==> config.mk <==
export PLATFORM = sky130hd
export DESIGN_NAME = reg_file_2r1w_flat
export DESIGN_NICKNAME = d
export VERILOG_FILES = /design/src/rtl/reg_file_2r1w_if.sv /design/src/rtl/reg_file_2r1w.sv /design/src/flat_wrapper.sv
export SDC_FILE = /design/constraint.sdc
export NUM_CORES = 2
export LEC_CHECK = 0
export ABC_CLOCK_PERIOD_IN_PS = 41900
export BUFFER_PORTS_ARGS = -buffer_cell sky130_fd_sc_hd__buf_2
export CAP_MARGIN = 10
export CORE_UTILIZATION = 45
export DETAILED_ROUTE_END_ITERATION = 6
export RECOVER_POWER = 100
export SLEW_MARGIN = 20
export SYNTH_ARGS = -nofsm -noshare
export SYNTH_HDL_FRONTEND = slang
export SYNTH_SLANG_ARGS = --single-unit
==> constraint.sdc <==
create_clock -name clk -period 41.9 [get_ports clk]
set_input_delay 0 -clock clk [delete_from_list [all_inputs] [get_ports clk]]
set_output_delay 0 -clock clk [all_outputs]
set_load 0.02 [all_outputs]
==> src/rtl/reg_file_2r1w_if.sv <==
// Decode/writeback-facing bus of the 2-read/1-write register file.
// The master side is the pipeline (writeback + decode); the slave side is the register file.
interface reg_file_2r1w_if #(
  parameter int DATA_W = 32,
  parameter int ADDR_W = 5
) ();
  logic [DATA_W-1:0] rfWriteData_p0;
  logic [ADDR_W-1:0] rfWriteAddr_p0;
  logic              rfWriteEn_p0;
  logic              wb_done;
  logic              rd_valid_in;
  logic [ADDR_W-1:0] rfReadAddr_p0;
  logic [ADDR_W-1:0] rfReadAddr_p1;
  logic [ADDR_W-1:0] rd_dest;
  logic              rd_dest_en;
  logic [DATA_W-1:0] rfReadData_p0;
  logic [DATA_W-1:0] rfReadData_p1;
  logic              rd_done_out;
  logic              stall;

  modport master (
    output rfWriteData_p0, rfWriteAddr_p0, rfWriteEn_p0, wb_done,
    output rd_valid_in, rfReadAddr_p0, rfReadAddr_p1, rd_dest, rd_dest_en,
    input  rfReadData_p0, rfReadData_p1, rd_done_out, stall
  );

  modport slave (
    input  rfWriteData_p0, rfWriteAddr_p0, rfWriteEn_p0, wb_done,
    input  rd_valid_in, rfReadAddr_p0, rfReadAddr_p1, rd_dest, rd_dest_en,
    output rfReadData_p0, rfReadData_p1, rd_done_out, stall
  );
endinterface

==> src/rtl/reg_file_2r1w.sv <==
// 2-read/1-write architectural register file with busy scoreboard and RAW stall.
// Build option RF_BYPASS_EN: a same-cycle writeback both readies and feeds a pending source.
module reg_file_2r1w #(
  parameter int DATA_W   = 32,
  parameter int NUM_REGS = 32,
  parameter int ADDR_W   = 5
) (
  input logic            clk,
  input logic            rst,
  reg_file_2r1w_if.slave rf
);

`ifdef RF_BYPASS_EN
  localparam logic BYPASS_EN = 1'b1;
`else
  localparam logic BYPASS_EN = 1'b0;
`endif

  localparam logic [ADDR_W-1:0] ZERO_ADDR = {ADDR_W{1'b0}};
  localparam logic [DATA_W-1:0] ZERO_DATA = {DATA_W{1'b0}};

  logic [DATA_W-1:0]   regs_r [NUM_REGS];
  logic [NUM_REGS-1:0] busy_r;
  logic [NUM_REGS-1:0] busy_nxt_s;
  logic [DATA_W-1:0]   rdata0_r;
  logic [DATA_W-1:0]   rdata1_r;
  logic [DATA_W-1:0]   rdata0_nxt_s;
  logic [DATA_W-1:0]   rdata1_nxt_s;
  logic                rd_done_r;
  logic                wr_fire_s;
  logic                wr_commit_s;
  logic                hit0_s;
  logic                hit1_s;
  logic                rdy0_s;
  logic                rdy1_s;
  logic                stall_s;
  logic                issue_s;
  logic                set_en_s;

  // Readiness, stall and issue decode; stall depends only on busy state and live inputs
  always_comb begin
    wr_fire_s   = rf.rfWriteEn_p0 && rf.wb_done;
    wr_commit_s = wr_fire_s && (rf.rfWriteAddr_p0 != ZERO_ADDR);
    hit0_s      = wr_fire_s && (rf.rfWriteAddr_p0 == rf.rfReadAddr_p0);
    hit1_s      = wr_fire_s && (rf.rfWriteAddr_p0 == rf.rfReadAddr_p1);
    rdy0_s      = (rf.rfReadAddr_p0 == ZERO_ADDR) || !busy_r[rf.rfReadAddr_p0] || (BYPASS_EN && hit0_s);
    rdy1_s      = (rf.rfReadAddr_p1 == ZERO_ADDR) || !busy_r[rf.rfReadAddr_p1] || (BYPASS_EN && hit1_s);
    stall_s     = rf.rd_valid_in && !(rdy0_s && rdy1_s);
    issue_s     = rf.rd_valid_in && !stall_s;
    set_en_s    = issue_s && rf.rd_dest_en && (rf.rd_dest != ZERO_ADDR);
  end

  // Read muxes: r0 reads as zero, then optional write-first bypass, then the array
  always_comb begin
    rdata0_nxt_s = ZERO_DATA;
    rdata1_nxt_s = ZERO_DATA;
    if (rf.rfReadAddr_p0 == ZERO_ADDR) begin
      rdata0_nxt_s = ZERO_DATA;
    end else if (BYPASS_EN && hit0_s) begin
      rdata0_nxt_s = rf.rfWriteData_p0;
    end else begin
      rdata0_nxt_s = regs_r[rf.rfReadAddr_p0];
    end
    if (rf.rfReadAddr_p1 == ZERO_ADDR) begin
      rdata1_nxt_s = ZERO_DATA;
    end else if (BYPASS_EN && hit1_s) begin
      rdata1_nxt_s = rf.rfWriteData_p0;
    end else begin
      rdata1_nxt_s = regs_r[rf.rfReadAddr_p1];
    end
  end

  // Scoreboard next state: a new producer's set overrides a same-address completion
  always_comb begin
    busy_nxt_s = busy_r;
    for (int i = 0; i < NUM_REGS; i++) begin
      busy_nxt_s[i] = (set_en_s && (rf.rd_dest == ADDR_W'(i)))           ? 1'b1 :
                      (wr_fire_s && (rf.rfWriteAddr_p0 == ADDR_W'(i)))  ? 1'b0 :
                      busy_r[i];
    end
  end

  // Register array; writes to r0 are dropped so it stays zero
  always_ff @(posedge clk or posedge rst) begin
    if (rst) begin
      for (int i = 0; i < NUM_REGS; i++) begin
        regs_r[i] <= ZERO_DATA;
      end
    end else if (wr_commit_s) begin
      regs_r[rf.rfWriteAddr_p0] <= rf.rfWriteData_p0;
    end
  end

  // Busy scoreboard register
  always_ff @(posedge clk or posedge rst) begin
    if (rst) begin
      busy_r <= {NUM_REGS{1'b0}};
    end else begin
      busy_r <= busy_nxt_s;
    end
  end

  // Output pipeline register: data only moves on issue, done pulses per issue
  always_ff @(posedge clk or posedge rst) begin
    if (rst) begin
      rdata0_r  <= ZERO_DATA;
      rdata1_r  <= ZERO_DATA;
      rd_done_r <= 1'b0;
    end else begin
      rd_done_r <= issue_s;
      if (issue_s) begin
        rdata0_r <= rdata0_nxt_s;
        rdata1_r <= rdata1_nxt_s;
      end
    end
  end

  assign rf.rfReadData_p0 = rdata0_r;
  assign rf.rfReadData_p1 = rdata1_r;
  assign rf.rd_done_out   = rd_done_r;
  assign rf.stall         = stall_s;

endmodule

==> src/flat_wrapper.sv <==
// flat-port wrapper written by rule: the top's interface ports become plain ports
module reg_file_2r1w_flat 
#(
  parameter int DATA_W   = 32,
  parameter int NUM_REGS = 32,
  parameter int ADDR_W   = 5
)
  (clk, rst, rf_rfWriteData_p0, rf_rfWriteAddr_p0, rf_rfWriteEn_p0, rf_wb_done, rf_rd_valid_in, rf_rfReadAddr_p0, rf_rfReadAddr_p1, rf_rd_dest, rf_rd_dest_en, rf_rfReadData_p0, rf_rfReadData_p1, rf_rd_done_out, rf_stall);
  reg_file_2r1w_if #(.DATA_W(DATA_W), .ADDR_W(ADDR_W)) rf_i ();
  input logic clk;
  input logic rst;
  input wire logic [$bits(rf_i.rfWriteData_p0)-1:0] rf_rfWriteData_p0;
  input wire logic [$bits(rf_i.rfWriteAddr_p0)-1:0] rf_rfWriteAddr_p0;
  input wire logic [$bits(rf_i.rfWriteEn_p0)-1:0] rf_rfWriteEn_p0;
  input wire logic [$bits(rf_i.wb_done)-1:0] rf_wb_done;
  input wire logic [$bits(rf_i.rd_valid_in)-1:0] rf_rd_valid_in;
  input wire logic [$bits(rf_i.rfReadAddr_p0)-1:0] rf_rfReadAddr_p0;
  input wire logic [$bits(rf_i.rfReadAddr_p1)-1:0] rf_rfReadAddr_p1;
  input wire logic [$bits(rf_i.rd_dest)-1:0] rf_rd_dest;
  input wire logic [$bits(rf_i.rd_dest_en)-1:0] rf_rd_dest_en;
  output wire logic [$bits(rf_i.rfReadData_p0)-1:0] rf_rfReadData_p0;
  output wire logic [$bits(rf_i.rfReadData_p1)-1:0] rf_rfReadData_p1;
  output wire logic [$bits(rf_i.rd_done_out)-1:0] rf_rd_done_out;
  output wire logic [$bits(rf_i.stall)-1:0] rf_stall;
  assign rf_i.rfWriteData_p0 = rf_rfWriteData_p0;
  assign rf_i.rfWriteAddr_p0 = rf_rfWriteAddr_p0;
  assign rf_i.rfWriteEn_p0 = rf_rfWriteEn_p0;
  assign rf_i.wb_done = rf_wb_done;
  assign rf_i.rd_valid_in = rf_rd_valid_in;
  assign rf_i.rfReadAddr_p0 = rf_rfReadAddr_p0;
  assign rf_i.rfReadAddr_p1 = rf_rfReadAddr_p1;
  assign rf_i.rd_dest = rf_rd_dest;
  assign rf_i.rd_dest_en = rf_rd_dest_en;
  assign rf_rfReadData_p0 = rf_i.rfReadData_p0;
  assign rf_rfReadData_p1 = rf_i.rfReadData_p1;
  assign rf_rd_done_out = rf_i.rd_done_out;
  assign rf_stall = rf_i.stall;
  reg_file_2r1w #(.DATA_W(DATA_W), .NUM_REGS(NUM_REGS), .ADDR_W(ADDR_W)) u_core (.clk(clk), .rst(rst), .rf(rf_i));
endmodule
Word-level counts from Yosys, hierarchy flattened. Cells that the tools add are included.

Magnitude comparators: 6. Equality and inequality tests: 62. Muxes and demuxes: 79. Bitwise gates (word level): 3. Reductions and logical operators: 116.

Operators with widths (count): 1024-bit bitwise mux (1); 32-bit binary-select mux with 5-bit select (2); 32-bit two-way mux (7); 32-bit demux with 5-bit select (1); 5-bit equality test, second input constant (32); 5-bit by 4-bit equality test with 1-bit output, second input constant (16); 1-bit logical AND (72); 1-bit two-way mux (66); 2-bit nonzero test (32); 5-bit by 3-bit equality test with 1-bit output, second input constant (8); 5-bit by 2-bit equality test with 1-bit output, second input constant (4); 5-bit logical NOT (4); 6-bit greater-or-equal comparator, second input constant (3); 5-bit NOT with 6-bit output (3); 5-bit by 6-bit less-than comparator with 1-bit output, second input constant (2); 1-bit binary-select mux with 5-bit select (2); 5-bit by 1-bit equality test with 1-bit output, second input constant (2); 5-bit nonzero test (2); 6-bit by 1-bit less-than comparator with 1-bit output, second input constant (1); 1-bit logical NOT (4); 1-bit logical OR (2).

Register bits after elaboration: 1121. Input bits: 58. Word-level logic and storage cells: 333.

Longest topological paths before layout.
Depth in word-level cells: 13. Gate-level depth with buffers: 11. Mapped depth without buffers: 6.

Worst setup path after synthesis. Ideal clock, no wire load.

Path kind: input to register. Start point: in rf_rfReadAddr_p0[2]. End point: reg u_core.rdata0_r[15], in the netlist u_core.rf.rfReadData_p0[15]. Setup time: 125 ps. Arrival: 2059 ps. Required time: 41775 ps. Slack: 39716 ps. Stages on the path: 9. Path buffers: 4. Path through: buf_2 buf_2 buf_2 buf_1 mux4_2 mux2_2 a21oi_1 o22ai_1 mux2_4.

Word-level cells in the longest chain between the ends: 9. Elaborated cells on any way between the ends: 15.

Ends and longest elaborated chain: start: declaration (RTL line flat_wrapper.sv:17) `input wire logic [$bits(rf_i.rfReadAddr_p0)-1:0] rf_rfReadAddr_p0;`; 1-bit binary-select mux with 5-bit select (RTL line reg_file_2r1w.sv:46) `rdy0_s = (rf.rfReadAddr_p0 == ZERO_ADDR) || !busy_r[rf.rfReadAddr_p0] || (BYPASS_EN && hit0_s);`; 1-bit two-way mux (implied by the code) (RTL line reg_file_2r1w.sv:46); 1-bit logical NOT (RTL line reg_file_2r1w.sv:46); 1-bit logical OR (RTL line reg_file_2r1w.sv:46); 1-bit logical AND (RTL line reg_file_2r1w.sv:48) `stall_s = rf.rd_valid_in && !(rdy0_s && rdy1_s);`; 1-bit logical NOT (RTL line reg_file_2r1w.sv:48); 1-bit logical AND (RTL line reg_file_2r1w.sv:48); 1-bit logical NOT (RTL line reg_file_2r1w.sv:49) `issue_s = rf.rd_valid_in && !stall_s;`; 1-bit logical AND (RTL line reg_file_2r1w.sv:49); end signal: assignment (RTL line reg_file_2r1w.sv:112) `rdata0_r <= rdata0_nxt_s;`; end: declaration (RTL line reg_file_2r1w.sv:25) `logic [DATA_W-1:0] rdata0_r;`.

Several ways; a longest one is shown, not always the timed one. The select of a mux whose other input is x is not followed. A chain may end at the register's enable or synchronous reset.

==> impl_metrics.prom <==
# TYPE chip_impl_metric gauge
chip_impl_metric{name="worst_slew_margin_rel",unit="%"} -472
chip_impl_info{name="most_instantiated_cells_after_synthesis",value="1131 x sky130_fd_sc_hd__mux2_2, 1121 x sky130_fd_sc_hd__dfrtp_1, 451 x sky130_fd_sc_hd__mux4_2, 277 x sky130_fd_sc_hd__clkbuf_1, 177 x sky130_fd_sc_hd__mux2i_1"} 1
chip_impl_metric{name="report.final.setup_viol",unit=""} 0
chip_impl_metric{name="layout_min_cycle_time",unit="ps"} 15840
chip_impl_metric{name="place.detailed.hpwl",unit="um"} 97300
chip_impl_metric{name="synth_seq_area_share",unit="%"} 47.8
chip_impl_metric{name="asr_flop_ratio_synth",unit="%"} 100
chip_impl_metric{name="worst_ep_arrival_time",unit="ps"} 15920
chip_impl_metric{name="die-area",unit="um2"} 132000
chip_impl_metric{name="coreArea",unit="um2"} 129000
chip_impl_metric{name="fmax",unit="MHz"} 63.1
chip_impl_metric{name="vdd_ir_drop_max",unit="V"} 0.0000261
chip_impl_metric{name="routed_via_density",unit=""} 6.48
chip_impl_metric{name="yosys_warnings",unit=""} 0
chip_impl_info{name="failed_checks",value="negative hold slack, max-capacitance violations, max-slew violations"} 1
chip_impl_metric{name="clk_pin_slew",unit="ps"} 60
chip_impl_info{name="most_frequently_used_cell_type_in_the_post_synthesis_netlist",value="sky130_fd_sc_hd__mux2_2"} 1
chip_impl_metric{name="pin_count",unit=""} 124
chip_impl_metric{name="post_synth_fa_ha_maj_area_fraction",unit="%"} 0
chip_impl_metric{name="numClockSinks",unit=""} 1121
chip_impl_info{name="outcome",value="finished with violations"} 1
chip_impl_metric{name="post_route_cells_drive_above_1_share",unit="%"} 47.4
chip_impl_metric{name="num_vias",unit=""} 37200
chip_impl_info{name="synth_top_family_by_area",value="multiplexers"} 1
chip_impl_metric{name="postSynthNetCount",unit=""} 4016
chip_impl_metric{name="num-nets-final",unit=""} 3958
chip_impl_metric{name="yosys_register_bits",unit=""} 1121
chip_impl_info{name="worst_hold_path_type",value="input port to flip-flop"} 1
chip_impl_metric{name="areaGrowthSynthToFinish",unit="%"} 10.5
chip_impl_metric{name="grt_first_pass_wirelength",unit="um"} 272000
chip_impl_metric{name="netlist_area",unit="um2"} 58600
chip_impl_metric{name="grt_util_all_layers",unit="%"} 28.2
chip_impl_metric{name="cts_repair_resize_count",unit=""} 0
chip_impl_info{name="clockRootBuffer",value="sky130_fd_sc_hd__clkbuf_16"} 1
chip_impl_metric{name="post_synth_edffs",unit=""} 0
chip_impl_metric{name="clock_latency",unit="ps"} 780
chip_impl_metric{name="muxShareOfSynthArea",unit="%"} 42.5
chip_impl_metric{name="cts_made_buffers",unit=""} 130
chip_impl_metric{name="floorplan.rows",unit=""} 132
chip_impl_metric{name="post-synth-top-area-fraction",unit="%"} 47.8
chip_impl_metric{name="drt-initial-drc-count",unit=""} 3259
chip_impl_metric{name="first_global_vias",unit=""} 38200
chip_impl_metric{name="dpl_cell_area",unit="um2"} 60500
chip_impl_info{name="criticalPathCategory",value="input port to asynchronous set/reset pin"} 1
chip_impl_metric{name="final.setup.tns",unit="ps"} 0
chip_impl_metric{name="final_antenna_net_count",unit=""} 0
chip_impl_metric{name="report.power.total",unit="mW"} 2.98
chip_impl_metric{name="drt-wirelength-per-cell",unit="um"} 31.9
chip_impl_metric{name="gr-total-overflow",unit=""} 0
chip_impl_metric{name="floorplan.die.height",unit="um"} 363
chip_impl_metric{name="synth-xor-area-share",unit="%"} 0
chip_impl_metric{name="synth_simple_gate_area_share",unit="%"} 1.46
chip_impl_metric{name="grt_antenna_before_repair",unit=""} 5
chip_impl_metric{name="post_synthesis_cell_type_count",unit=""} 47
chip_impl_metric{name="hold_viol_final",unit=""} 3
chip_impl_metric{name="p_per_area",unit="nW/um2"} 46.0
chip_impl_metric{name="drt-pass1-iter-count",unit=""} 7
chip_impl_metric{name="htreeDepth",unit=""} 4
chip_impl_info{name="yosys.area.top_type",value="sky130_fd_sc_hd__dfrtp_1"} 1
chip_impl_metric{name="max-clock-path-buffers",unit=""} 3
chip_impl_info{name="ys_dominant_reg_cell",value="sky130_fd_sc_hd__dfrtp_1"} 1
chip_impl_metric{name="cap_viol_max_count",unit=""} 58
chip_impl_metric{name="period_utilization_post_route",unit="%"} 37.8
chip_impl_metric{name="initial_core_util",unit="%"} 45.3
chip_impl_metric{name="gp_routability_congestion",unit=""} 0.790
chip_impl_metric{name="tightestPinTransition",unit="ps"} 8580
chip_impl_metric{name="worst_hold_slack",unit="ps"} -32.9
chip_impl_metric{name="port_buffers",unit=""} 123
chip_impl_info{name="grt_setup_unrepaired",value="no"} 1
chip_impl_metric{name="drc_errors",unit=""} 0
chip_impl_metric{name="postCtsSetupRepairBufs",unit=""} 0
chip_impl_metric{name="routed_wirelength",unit="um"} 183000
chip_impl_metric{name="final_cell_area",unit="um2"} 64800
chip_impl_metric{name="floorplan.die.width",unit="um"} 363
chip_impl_info{name="crit_path_end_kind",value="asynchronous set/reset pin"} 1
chip_impl_metric{name="syn_inst",unit=""} 3958
chip_impl_metric{name="utilization",unit="%"} 50.1
chip_impl_metric{name="power.static_leakage",unit="nW"} 28.7
chip_impl_metric{name="synth_compound_area_share",unit="%"} 4.89
chip_impl_metric{name="grt_max_degree",unit=""} 161
chip_impl_metric{name="finalMaxSlewViolations",unit=""} 2316
chip_impl_info{name="cts_tree",value="yes"} 1
chip_impl_metric{name="crit_required",unit="ps"} 41980
chip_impl_metric{name="timing.critical_path.fanout_max",unit=""} 160
chip_impl_metric{name="syn-mean-instance-area",unit="um2"} 14.8
chip_impl_metric{name="finClkSkew",unit="ps"} 35.8
chip_impl_info{name="synth_area_leaders",value="sky130_fd_sc_hd__dfrtp_1 48%, sky130_fd_sc_hd__mux2_2 22%, sky130_fd_sc_hd__mux4_2 17%"} 1
chip_impl_info{name="start_kind",value="input port"} 1
[repair_timing]
item	in CTS	in global routing
hold endpoints to repair	1132	0
setup endpoints to repair	0	0
hold buffers	59	0
[worst max-delay path, stage by stage]
cell and delay (ps):
sky130_fd_sc_hd__dlygate4sd3_1 530, sky130_fd_sc_hd__buf_2 110, sky130_fd_sc_hd__dlygate4sd3_1 560, sky130_fd_sc_hd__clkinvlp_2 2460, sky130_fd_sc_hd__clkbuf_1 6150, sky130_fd_sc_hd__clkbuf_1 3130, sky130_fd_sc_hd__clkbuf_1 2580
[kinds of logic (layout without fill, tap and decap cells)]
| kind of cell | Yosys count | in the layout |
|---|---|---|
| mux | 1776 | 1776 |
| buf+inv | 463 | 502 |
| compound gates | 407 | 407 |
| flops | 1121 | 1121 |
| simple gates | 191 | 191 |
| other cells | 0 | 1 |
[state kept, by name (all words and copies together) (netlist names)]
name and count:
u_core.rf.rfReadData_p1 32, u_core.regs_r 1024, u_core.busy_r 32, u_core.rf.rd_done_out 1
u_core.rf.rfReadData_p0 32
[metal layers]
metal  share of wire, %  wire [um]  global-route usage (%)
met5              0.027         49                       0
met4                3.7       6730                    10.4
met1                 43      78000                    38.7
met2                 48      88000                    45.4
met3                5.7      10500                    4.42
[where the power goes]
group	switching, mW	internal, mW	leakage (nW)	total [mW]
clock network	0.471	0.666	2.09	1.14
registers	0.117	1.23	14.9	1.35
logic	0.221	0.273	11.7	0.494
total	0.808	2.17	28.7	2.98
[cell type report]
type	count	area (um2)
clock inverters	41	418
clock buffers	188	3820
inverters	18	68.8
multi-input cells	2374	28700
well taps	1742	2180
flip-flops and latches	1121	28100
fillers	11000	64500
repair buffers	255	1620
diodes	1	2.50
[path summary, 6_finish.rpt]
| path | start | end | slack [ps] | cells past startpoint |
|---|---|---|---|---|
| min reg2reg | u_core.regs_r[1020]$_DFFE_PP0P_ | u_core.regs_r[1020]$_DFFE_PP0P_ | 400 | 0 |
| max reg2reg | u_core.busy_r[15]$_DFFE_PP0P_ | u_core.rf.rfReadData_p0[14]$_DFFE_PP0P_ | 35740 | 7 |
| min in group asynchronous | rst | u_core.regs_r[165]$_DFFE_PP0P_ | 1700 | 4 |
| min | rf_rfWriteEn_p0 | u_core.busy_r[15]$_DFFE_PP0P_ | -30 | 4 |
| max in group clk | rf_rfReadAddr_p1[3] | u_core.rf.rfReadData_p0[16]$_DFFE_PP0P_ | 30990 | 10 |
| max | rst | u_core.regs_r[598]$_DFFE_PP0P_ | 26060 | 7 |
[through the flow]
stage | std cells | setup WS (ps)
2_1_floorplan | 3958 | 10330
3_3_place_gp | 5449 | 37130
3_5_place_dp | 5449 | 37140
4_1_cts | 5737 | 37890
5_1_grt | 5739 | 22910
6_report | 5740 | 26060
[cell usage in the layout, fill, tap and decap left out, types with 4 or more instances in the layout]
cell                            Yosys  final
sky130_fd_sc_hd__mux2_2          1131   1131
sky130_fd_sc_hd__dfrtp_1         1121   1121
sky130_fd_sc_hd__mux4_2           451    451
sky130_fd_sc_hd__mux2i_1          177    177
sky130_fd_sc_hd__clkbuf_16          0    133
sky130_fd_sc_hd__clkbuf_1         277    131
sky130_fd_sc_hd__a21oi_1           67     67
sky130_fd_sc_hd__nor2_1            70     65
sky130_fd_sc_hd__nand2_1           65     63
sky130_fd_sc_hd__o22ai_1           63     63
sky130_fd_sc_hd__a22o_1            62     62
sky130_fd_sc_hd__o21ai_0           59     59
sky130_fd_sc_hd__dlygate4sd3_1      0     59
sky130_fd_sc_hd__buf_2             95     44
sky130_fd_sc_hd__buf_4              9     39
sky130_fd_sc_hd__o221ai_1          30     30
sky130_fd_sc_hd__a221oi_1          30     30
sky130_fd_sc_hd__clkbuf_8           0     30
sky130_fd_sc_hd__a211oi_1          26     26
sky130_fd_sc_hd__clkinv_2           0     19
sky130_fd_sc_hd__mux2_1             0     17
sky130_fd_sc_hd__inv_1             17     16
sky130_fd_sc_hd__o31ai_1           15     15
sky130_fd_sc_hd__a22oi_1           13     13
sky130_fd_sc_hd__nor2b_1           14     11
sky130_fd_sc_hd__a21boi_0          11     11
sky130_fd_sc_hd__nor3_1            10     10
sky130_fd_sc_hd__a32o_1            10     10
sky130_fd_sc_hd__a311oi_1           8      8
sky130_fd_sc_hd__inv_6              0      8
sky130_fd_sc_hd__nand3_1            6      6
sky130_fd_sc_hd__nand3b_1           6      6
sky130_fd_sc_hd__a31oi_1            6      6
sky130_fd_sc_hd__nor2_4             0      5
sky130_fd_sc_hd__bufinv_16          0      5
sky130_fd_sc_hd__clkinvlp_4         0      5
sky130_fd_sc_hd__buf_8              0      5
sky130_fd_sc_hd__clkinv_8           0      4
(Power assumes the default switching activity.)
